**config.mk**
```make
export PLATFORM = sky130hd
export DESIGN_NAME = wbck_arbiter_flat
export DESIGN_NICKNAME = d
export VERILOG_FILES = /design/src/rtl/wbck_arbiter_pkg.sv /design/src/rtl/wbck_arbiter_if.sv /design/src/rtl/wbck_arbiter_scoreboard.sv /design/src/rtl/wbck_arbiter.sv /design/src/flat_wrapper.sv
export SDC_FILE = /design/constraint.sdc
export NUM_CORES = 1
export LEC_CHECK = 0
export CORE_UTILIZATION = 50
export DETAILED_ROUTE_END_ITERATION = 12
export PLACE_DENSITY = 0.88
export SLEW_MARGIN = 5
export SYNTH_ARGS = -nofsm -noshare
export SYNTH_HDL_FRONTEND = slang
export SYNTH_SLANG_ARGS = --single-unit
```
**constraint.sdc**
```tcl
create_clock -name clk -period 4.6 [get_ports clk]
set_clock_uncertainty 0.2 [all_clocks]
set_input_delay 0.69 -clock clk [delete_from_list [all_inputs] [get_ports clk]]
set_output_delay 0.69 -clock clk [all_outputs]
set_load 0.03 [all_outputs]
```
**src/rtl/wbck_arbiter_pkg.sv**
```systemverilog
// Shared widths and types for the writeback arbiter and its scoreboard.
package wbck_arbiter_pkg;
    localparam int XLEN        = 32;
    localparam int RFIDX_WIDTH = 5;
    localparam int RFREG_NUM   = 32;
    localparam int STARVE_MAX  = 3;
    localparam int STARVE_W    = $clog2(STARVE_MAX + 1);

    typedef logic [RFIDX_WIDTH-1:0] rfidx_t;
    typedef logic [XLEN-1:0]        xlen_t;
    typedef logic [RFREG_NUM-1:0]   rfvec_t;

    // One-hot register select; index 0 maps to bit 0, which callers mask off.
    function automatic rfvec_t idx_onehot(input rfidx_t idx);
        return rfvec_t'(1) << idx;
    endfunction
endpackage

```
**src/rtl/wbck_arbiter_if.sv**
```systemverilog
// Handshake, issue-check and register-file write bundle of the writeback stage.
interface wbck_arbiter_if;
    import wbck_arbiter_pkg::*;

    logic   alu_wbck_valid;
    logic   alu_wbck_ready;
    rfidx_t alu_wbck_idx;
    xlen_t  alu_wbck_dat;
    logic   lsu_wbck_valid;
    logic   lsu_wbck_ready;
    rfidx_t lsu_wbck_idx;
    xlen_t  lsu_wbck_dat;
    logic   lsu_wbck_err;
    logic   lsu_issue_valid;
    rfidx_t lsu_issue_idx;
    rfidx_t chk_src1_idx;
    rfidx_t chk_src2_idx;
    rfidx_t chk_dst_idx;
    logic   chk_hazard;
    logic   wbck_dest_wen;
    rfidx_t wbck_dest_idx;
    xlen_t  wbck_dest_dat;
    logic   wbck_err;

    modport slave (
        input  alu_wbck_valid, alu_wbck_idx, alu_wbck_dat,
        input  lsu_wbck_valid, lsu_wbck_idx, lsu_wbck_dat, lsu_wbck_err,
        input  lsu_issue_valid, lsu_issue_idx,
        input  chk_src1_idx, chk_src2_idx, chk_dst_idx,
        output alu_wbck_ready, lsu_wbck_ready, chk_hazard,
        output wbck_dest_wen, wbck_dest_idx, wbck_dest_dat, wbck_err
    );

    modport master (
        output alu_wbck_valid, alu_wbck_idx, alu_wbck_dat,
        output lsu_wbck_valid, lsu_wbck_idx, lsu_wbck_dat, lsu_wbck_err,
        output lsu_issue_valid, lsu_issue_idx,
        output chk_src1_idx, chk_src2_idx, chk_dst_idx,
        input  alu_wbck_ready, lsu_wbck_ready, chk_hazard,
        input  wbck_dest_wen, wbck_dest_idx, wbck_dest_dat, wbck_err
    );
endinterface

```
**src/rtl/wbck_arbiter_scoreboard.sv**
```systemverilog
// Pending-load scoreboard: tracks outstanding load destinations, flags
// hazards for the issue stage and reports scoreboard protocol violations.
module wbck_scoreboard
    import wbck_arbiter_pkg::*;
(
    input  logic   clk,
    input  logic   rst,
    input  logic   issue_valid,
    input  rfidx_t issue_idx,
    input  logic   alu_hs,
    input  rfidx_t alu_idx,
    input  logic   lsu_hs,
    input  rfidx_t lsu_idx,
    input  rfidx_t src1_idx,
    input  rfidx_t src2_idx,
    input  rfidx_t dst_idx,
    input  logic   wen,
    input  rfidx_t wen_idx,
    output logic   hazard,
    output logic   err_evt
);
    rfvec_t pending;
    rfvec_t set_vec;
    rfvec_t clr_vec;
    rfvec_t pending_nxt;

    assign set_vec     = (issue_valid && issue_idx != '0) ? idx_onehot(issue_idx) : '0;
    assign clr_vec     = lsu_hs ? idx_onehot(lsu_idx) : '0;
    // Set is applied after clear so a same-cycle reissue keeps the bit.
    assign pending_nxt = (pending & ~clr_vec) | set_vec;

    always_ff @(posedge clk or posedge rst) begin
        if (rst) pending <= '0;
        else     pending <= {pending_nxt[RFREG_NUM-1:1], 1'b0};
    end

    // No write-through in the register file, so the in-flight write also stalls.
    function automatic logic hit(input rfidx_t idx);
        return (idx != '0) && (pending[idx] || (wen && wen_idx == idx));
    endfunction

    assign hazard  = hit(src1_idx) || hit(src2_idx) || hit(dst_idx);

    assign err_evt = (issue_valid && issue_idx != '0 && pending[issue_idx])
                   || (alu_hs && pending[alu_idx])
                   || (lsu_hs && !pending[lsu_idx]);
endmodule

```
**src/rtl/wbck_arbiter.sv**
```systemverilog
// Writeback arbiter: LSU-priority grant with ALU starvation boost, registered
// register-file write port and sticky error flag.
module wbck_arbiter
    import wbck_arbiter_pkg::*;
(
    input  logic clk,
    input  logic rst,
    wbck_arbiter_if.slave bus
);
    logic [STARVE_W-1:0] starve_cnt;
    logic   boost;
    logic   alu_hs;
    logic   lsu_hs;
    logic   any_hs;
    rfidx_t win_idx;
    xlen_t  win_dat;
    logic   win_wen;
    logic   sb_err;

    assign boost = (starve_cnt == STARVE_W'(STARVE_MAX));

    // Ready is independent of own valid; rst gates both off.
    assign bus.lsu_wbck_ready = !rst && !(boost && bus.alu_wbck_valid);
    assign bus.alu_wbck_ready = !rst && (!bus.lsu_wbck_valid || boost);

    assign alu_hs  = bus.alu_wbck_valid && bus.alu_wbck_ready;
    assign lsu_hs  = bus.lsu_wbck_valid && bus.lsu_wbck_ready;
    assign any_hs  = alu_hs || lsu_hs;
    assign win_idx = lsu_hs ? bus.lsu_wbck_idx : bus.alu_wbck_idx;
    assign win_dat = lsu_hs ? bus.lsu_wbck_dat : bus.alu_wbck_dat;
    assign win_wen = any_hs && (win_idx != '0) && !(lsu_hs && bus.lsu_wbck_err);

    always_ff @(posedge clk or posedge rst) begin
        if (rst)
            starve_cnt <= '0;
        else if (alu_hs)
            starve_cnt <= '0;
        else if (bus.alu_wbck_valid && !bus.alu_wbck_ready && !boost)
            starve_cnt <= starve_cnt + 1'b1;
    end

    always_ff @(posedge clk or posedge rst) begin
        if (rst) begin
            bus.wbck_dest_wen <= 1'b0;
            bus.wbck_dest_idx <= '0;
            bus.wbck_dest_dat <= '0;
        end else begin
            bus.wbck_dest_wen <= win_wen;
            if (any_hs) begin
                bus.wbck_dest_idx <= win_idx;
                bus.wbck_dest_dat <= win_dat;
            end
        end
    end

    always_ff @(posedge clk or posedge rst) begin
        if (rst)
            bus.wbck_err <= 1'b0;
        else if (sb_err || (lsu_hs && bus.lsu_wbck_err))
            bus.wbck_err <= 1'b1;
    end

    wbck_scoreboard u_sb (
        .clk         (clk),
        .rst         (rst),
        .issue_valid (bus.lsu_issue_valid),
        .issue_idx   (bus.lsu_issue_idx),
        .alu_hs      (alu_hs),
        .alu_idx     (bus.alu_wbck_idx),
        .lsu_hs      (lsu_hs),
        .lsu_idx     (bus.lsu_wbck_idx),
        .src1_idx    (bus.chk_src1_idx),
        .src2_idx    (bus.chk_src2_idx),
        .dst_idx     (bus.chk_dst_idx),
        .wen         (bus.wbck_dest_wen),
        .wen_idx     (bus.wbck_dest_idx),
        .hazard      (bus.chk_hazard),
        .err_evt     (sb_err)
    );
endmodule

```
**src/flat_wrapper.sv**
```systemverilog
// flat-port wrapper written by rule: the top's interface ports become plain ports
module wbck_arbiter_flat import wbck_arbiter_pkg::*;
  (clk, rst, bus_alu_wbck_valid, bus_alu_wbck_idx, bus_alu_wbck_dat, bus_lsu_wbck_valid, bus_lsu_wbck_idx, bus_lsu_wbck_dat, bus_lsu_wbck_err, bus_lsu_issue_valid, bus_lsu_issue_idx, bus_chk_src1_idx, bus_chk_src2_idx, bus_chk_dst_idx, bus_alu_wbck_ready, bus_lsu_wbck_ready, bus_chk_hazard, bus_wbck_dest_wen, bus_wbck_dest_idx, bus_wbck_dest_dat, bus_wbck_err);
  wbck_arbiter_if bus_i ();
  input  logic clk;
  input  logic rst;
  input wire logic [$bits(bus_i.alu_wbck_valid)-1:0] bus_alu_wbck_valid;
  input wire logic [$bits(bus_i.alu_wbck_idx)-1:0] bus_alu_wbck_idx;
  input wire logic [$bits(bus_i.alu_wbck_dat)-1:0] bus_alu_wbck_dat;
  input wire logic [$bits(bus_i.lsu_wbck_valid)-1:0] bus_lsu_wbck_valid;
  input wire logic [$bits(bus_i.lsu_wbck_idx)-1:0] bus_lsu_wbck_idx;
  input wire logic [$bits(bus_i.lsu_wbck_dat)-1:0] bus_lsu_wbck_dat;
  input wire logic [$bits(bus_i.lsu_wbck_err)-1:0] bus_lsu_wbck_err;
  input wire logic [$bits(bus_i.lsu_issue_valid)-1:0] bus_lsu_issue_valid;
  input wire logic [$bits(bus_i.lsu_issue_idx)-1:0] bus_lsu_issue_idx;
  input wire logic [$bits(bus_i.chk_src1_idx)-1:0] bus_chk_src1_idx;
  input wire logic [$bits(bus_i.chk_src2_idx)-1:0] bus_chk_src2_idx;
  input wire logic [$bits(bus_i.chk_dst_idx)-1:0] bus_chk_dst_idx;
  output wire logic [$bits(bus_i.alu_wbck_ready)-1:0] bus_alu_wbck_ready;
  output wire logic [$bits(bus_i.lsu_wbck_ready)-1:0] bus_lsu_wbck_ready;
  output wire logic [$bits(bus_i.chk_hazard)-1:0] bus_chk_hazard;
  output wire logic [$bits(bus_i.wbck_dest_wen)-1:0] bus_wbck_dest_wen;
  output wire logic [$bits(bus_i.wbck_dest_idx)-1:0] bus_wbck_dest_idx;
  output wire logic [$bits(bus_i.wbck_dest_dat)-1:0] bus_wbck_dest_dat;
  output wire logic [$bits(bus_i.wbck_err)-1:0] bus_wbck_err;
  assign bus_i.alu_wbck_valid = bus_alu_wbck_valid;
  assign bus_i.alu_wbck_idx = bus_alu_wbck_idx;
  assign bus_i.alu_wbck_dat = bus_alu_wbck_dat;
  assign bus_i.lsu_wbck_valid = bus_lsu_wbck_valid;
  assign bus_i.lsu_wbck_idx = bus_lsu_wbck_idx;
  assign bus_i.lsu_wbck_dat = bus_lsu_wbck_dat;
  assign bus_i.lsu_wbck_err = bus_lsu_wbck_err;
  assign bus_i.lsu_issue_valid = bus_lsu_issue_valid;
  assign bus_i.lsu_issue_idx = bus_lsu_issue_idx;
  assign bus_i.chk_src1_idx = bus_chk_src1_idx;
  assign bus_i.chk_src2_idx = bus_chk_src2_idx;
  assign bus_i.chk_dst_idx = bus_chk_dst_idx;
  assign bus_alu_wbck_ready = bus_i.alu_wbck_ready;
  assign bus_lsu_wbck_ready = bus_i.lsu_wbck_ready;
  assign bus_chk_hazard = bus_i.chk_hazard;
  assign bus_wbck_dest_wen = bus_i.wbck_dest_wen;
  assign bus_wbck_dest_idx = bus_i.wbck_dest_idx;
  assign bus_wbck_dest_dat = bus_i.wbck_dest_dat;
  assign bus_wbck_err = bus_i.wbck_err;
  wbck_arbiter u_core (.clk(clk), .rst(rst), .bus(bus_i));
endmodule
```
==> reports/qor.yml <==
run_status: "completed"
cts_resized: 0
timing_max_transition_violations_final: 0
gp_congestion: 0.922
grt_pass1_vias: 4713
final_min_period_over_clock_period_pct: 91.8
arrival_time_worst_endpoint_ns: 3.33
rsz0062_at_grt: "no"
area_taken_by_multi_input_logic_gates_sq_um: 3080
design_area_sq_um: 6710
cts_inserted_buffers: 9
num_antenna_cells: 0
hold_violations: 0
required_ns: 3.71
syn_area_sq_um: 5110
share_of_layout_cells_above_drive_strength_1_pct: 10.4
finalSetupViolations: 0
post_route_setup_tns_ns: 0
initial_utilization_pct: 51.9
worstPathMaxFanout: 8
worst-r2r-cell-count: 7
grt_start_max_net_pins: 73
syn_inst: 506
cts_hold_buffers: 0
finalNetCount: 722
die-width_um: 103
syn_avg_cell_area_sq_um: 10.1
vdd_drop_max_mv: 0.181
worst-slew-pin-transition_ns: 0.913
cellPowerDensity_nw_per_um2: 370
totalPowerFinal_uw: 2480
route.detailed.wl_per_inst_um: 20.7
worst_setup_sp_type: "primary input"
floorplan.io_pins: 142
detail_route.wirelength_mm: 15.7
async_reset_ff_share_pct: 100
via_per_inst: 6.36
synth_fp_nets: 607
cts_buffer_depth: 2
seqCellArea_sq_um: 1800
synth_edf_count: 0
maxCapViolCount: 0
worstSetupEndpointType: "output port"
finalNonFillerCells: 759
ys_seq_elements: 72
grt_remaining_overflow: 0
cts_tree: "done"
grt_util_all_layers_pct: 30.7
cts.repair_timing.setup_buffer_count: 0
clk_latency_ns: 0.36
fp.coreArea_sq_um: 9860
fillCellCount: 735
holdPathStages: 2
layout_min_cycle_time_ns: 4.22
areaGrowthSynthToFinish_pct: 31.2
cts_htree_levels: 3
via_count: 4825
synth.distinct_cells: 48
synthesis_warnings: 0
std_cell_rows: 36
clk_root_buffer_cell: "sky130_fd_sc_hd__clkbuf_8"
die_h_um: 103
ant_nets: 0
hold_path_class: "reg2reg"
class_of_the_most_critical_setup_path: "in2out"
timing.fmax_ghz: 0.237
total_leakage_power_uw: 0.00276
layout_common_cells: "141 x sky130_fd_sc_hd__clkdlybuf4s50_1, 88 x sky130_fd_sc_hd__o21ai_0, 72 x sky130_fd_sc_hd__dfrtp_1"
numPortBuffers: 141
antenna_found_initial: 0
place.detailed.instances: 743
postPlaceCellArea_sq_um: 6530
die_outline_area_sq_um: 10600
layout.cells.most_common: "sky130_fd_sc_hd__clkdlybuf4s50_1"
grt_first_pass_wirelength_mm: 24.3
detailedRoute.firstPassIterationCount: 8
clk_transition_reported_paths_ns: 0.07
maxSlewHeadroom_pct: 39.1
remaining_drc_errors: 0
clock_sinks: 72
dpl.hpwl_mm: 11.3
synth.yosys.seq_area_share_pct: 35.2
detailedRoute.firstIterationViolations: 512
yosys_most_used_dff: "sky130_fd_sc_hd__dfrtp_1"
-- sequential cells by signal, indices dropped and copies added, names as in the netlist --
register                  flops
u_core.u_sb.pending          31
u_core.starve_cnt             2
u_core.bus.wbck_dest_dat     32
u_core.bus.wbck_dest_idx      5
u_core.bus.wbck_err           1
u_core.bus.wbck_dest_wen      1
-- worst max-delay path: stages --
cell and delay (ns):
sky130_fd_sc_hd__clkdlybuf4s50_1 0.71, sky130_fd_sc_hd__mux4_1 0.60, sky130_fd_sc_hd__mux2_2 0.27, sky130_fd_sc_hd__nand2_1 0.07
sky130_fd_sc_hd__nand3_1 0.07, sky130_fd_sc_hd__o22ai_1 0.16, sky130_fd_sc_hd__o311ai_0 0.14, sky130_fd_sc_hd__clkdlybuf4s50_1 0.61
-- final timing paths --
kind,end,slack (ns),startpoint
min in group asynchronous,u_core.bus.wbck_err$_DFFE_PP0P_,0.85,rst
max,bus_chk_hazard,0.38,bus_chk_src1_idx[0]
min reg2reg,u_core.starve_cnt[1]$_DFFE_PP0P_,0.31,u_core.starve_cnt[1]$_DFFE_PP0P_
max in group asynchronous,u_core.u_sb.pending[20]$_DFF_PP0_,2.74,rst
min,u_core.starve_cnt[1]$_DFFE_PP0P_,0.31,u_core.starve_cnt[1]$_DFFE_PP0P_
max reg2reg,u_core.bus.wbck_dest_dat[19]$_DFFE_PP0P_,2.09,u_core.starve_cnt[0]$_DFFE_PP0P_
-- cell usage after synthesis (all sizes together), types with 4 or more instances --
| cell | number | area [sq um] |
|---|---|---|
| o21ai | 88 | 440 |
| dfrtp | 72 | 1800 |
| nand2 | 71 | 267 |
| mux2i | 57 | 571 |
| mux4 | 41 | 946 |
| clkbuf | 22 | 83.8 |
| buf | 20 | 125 |
| nand3 | 13 | 65.1 |
| nor2 | 12 | 45.0 |
| xor2 | 12 | 105 |
| nor2b | 10 | 62.6 |
| nand3b | 8 | 60.1 |
| o31ai | 8 | 60.1 |
| a21oi | 7 | 35.0 |
| inv | 7 | 26.3 |
| nor3 | 6 | 30.0 |
| nor4 | 6 | 37.5 |
| or2 | 4 | 25.0 |
-- per-layer routing --
metal | wire length [um] | track usage [%] | vias up
met5 | 0 | 0 | -
met4 | 779 | 19.1 | 0
met3 | 1570 | 7.73 | 86
met2 | 7610 | 47.4 | 339
met1 | 5770 | 39.0 | 2274
li1 | - | - | 2126
-- area by class of cell --
class	instances	area share [%]
clock buffer	12	2.31
timing repair buffer	146	21.6
tap	133	2.48
inverter	7	0.392
multi-input combinational	385	45.9
clock inverter	4	0.429
sequential	72	26.9
-- power breakdown --
| group | internal [uW] | switching [uW] |
|---|---|---|
| logic | 517 | 465 |
| clock network | 225 | 244 |
| registers | 777 | 253 |
-- per-stage QoR --
stage	util, %	setup WS [ns]	hold WS, ns
finish	68.0	0.379	0.313
floorplan	-	1.03	0.254
global route	68.0	0.205	0.336
global placement	66.1	0.389	0.268
CTS	68.0	0.360	0.320
detailed placement	66.1	0.362	0.303
-- cell families after synthesis --
logic type                 Yosys count  synth area share [%]
and+or+nand+nor                    151                  14.5
AOI/OAI and AO/OA                  119                  12.9
muxes                              101                  30.3
DFF                                 72                  35.2
buffers and inverters               49                  4.60
xor gates and xnor gates            13                  2.23
adders and majority gates            1                 0.245
Note: power is estimated with default switching activity, not from simulation.
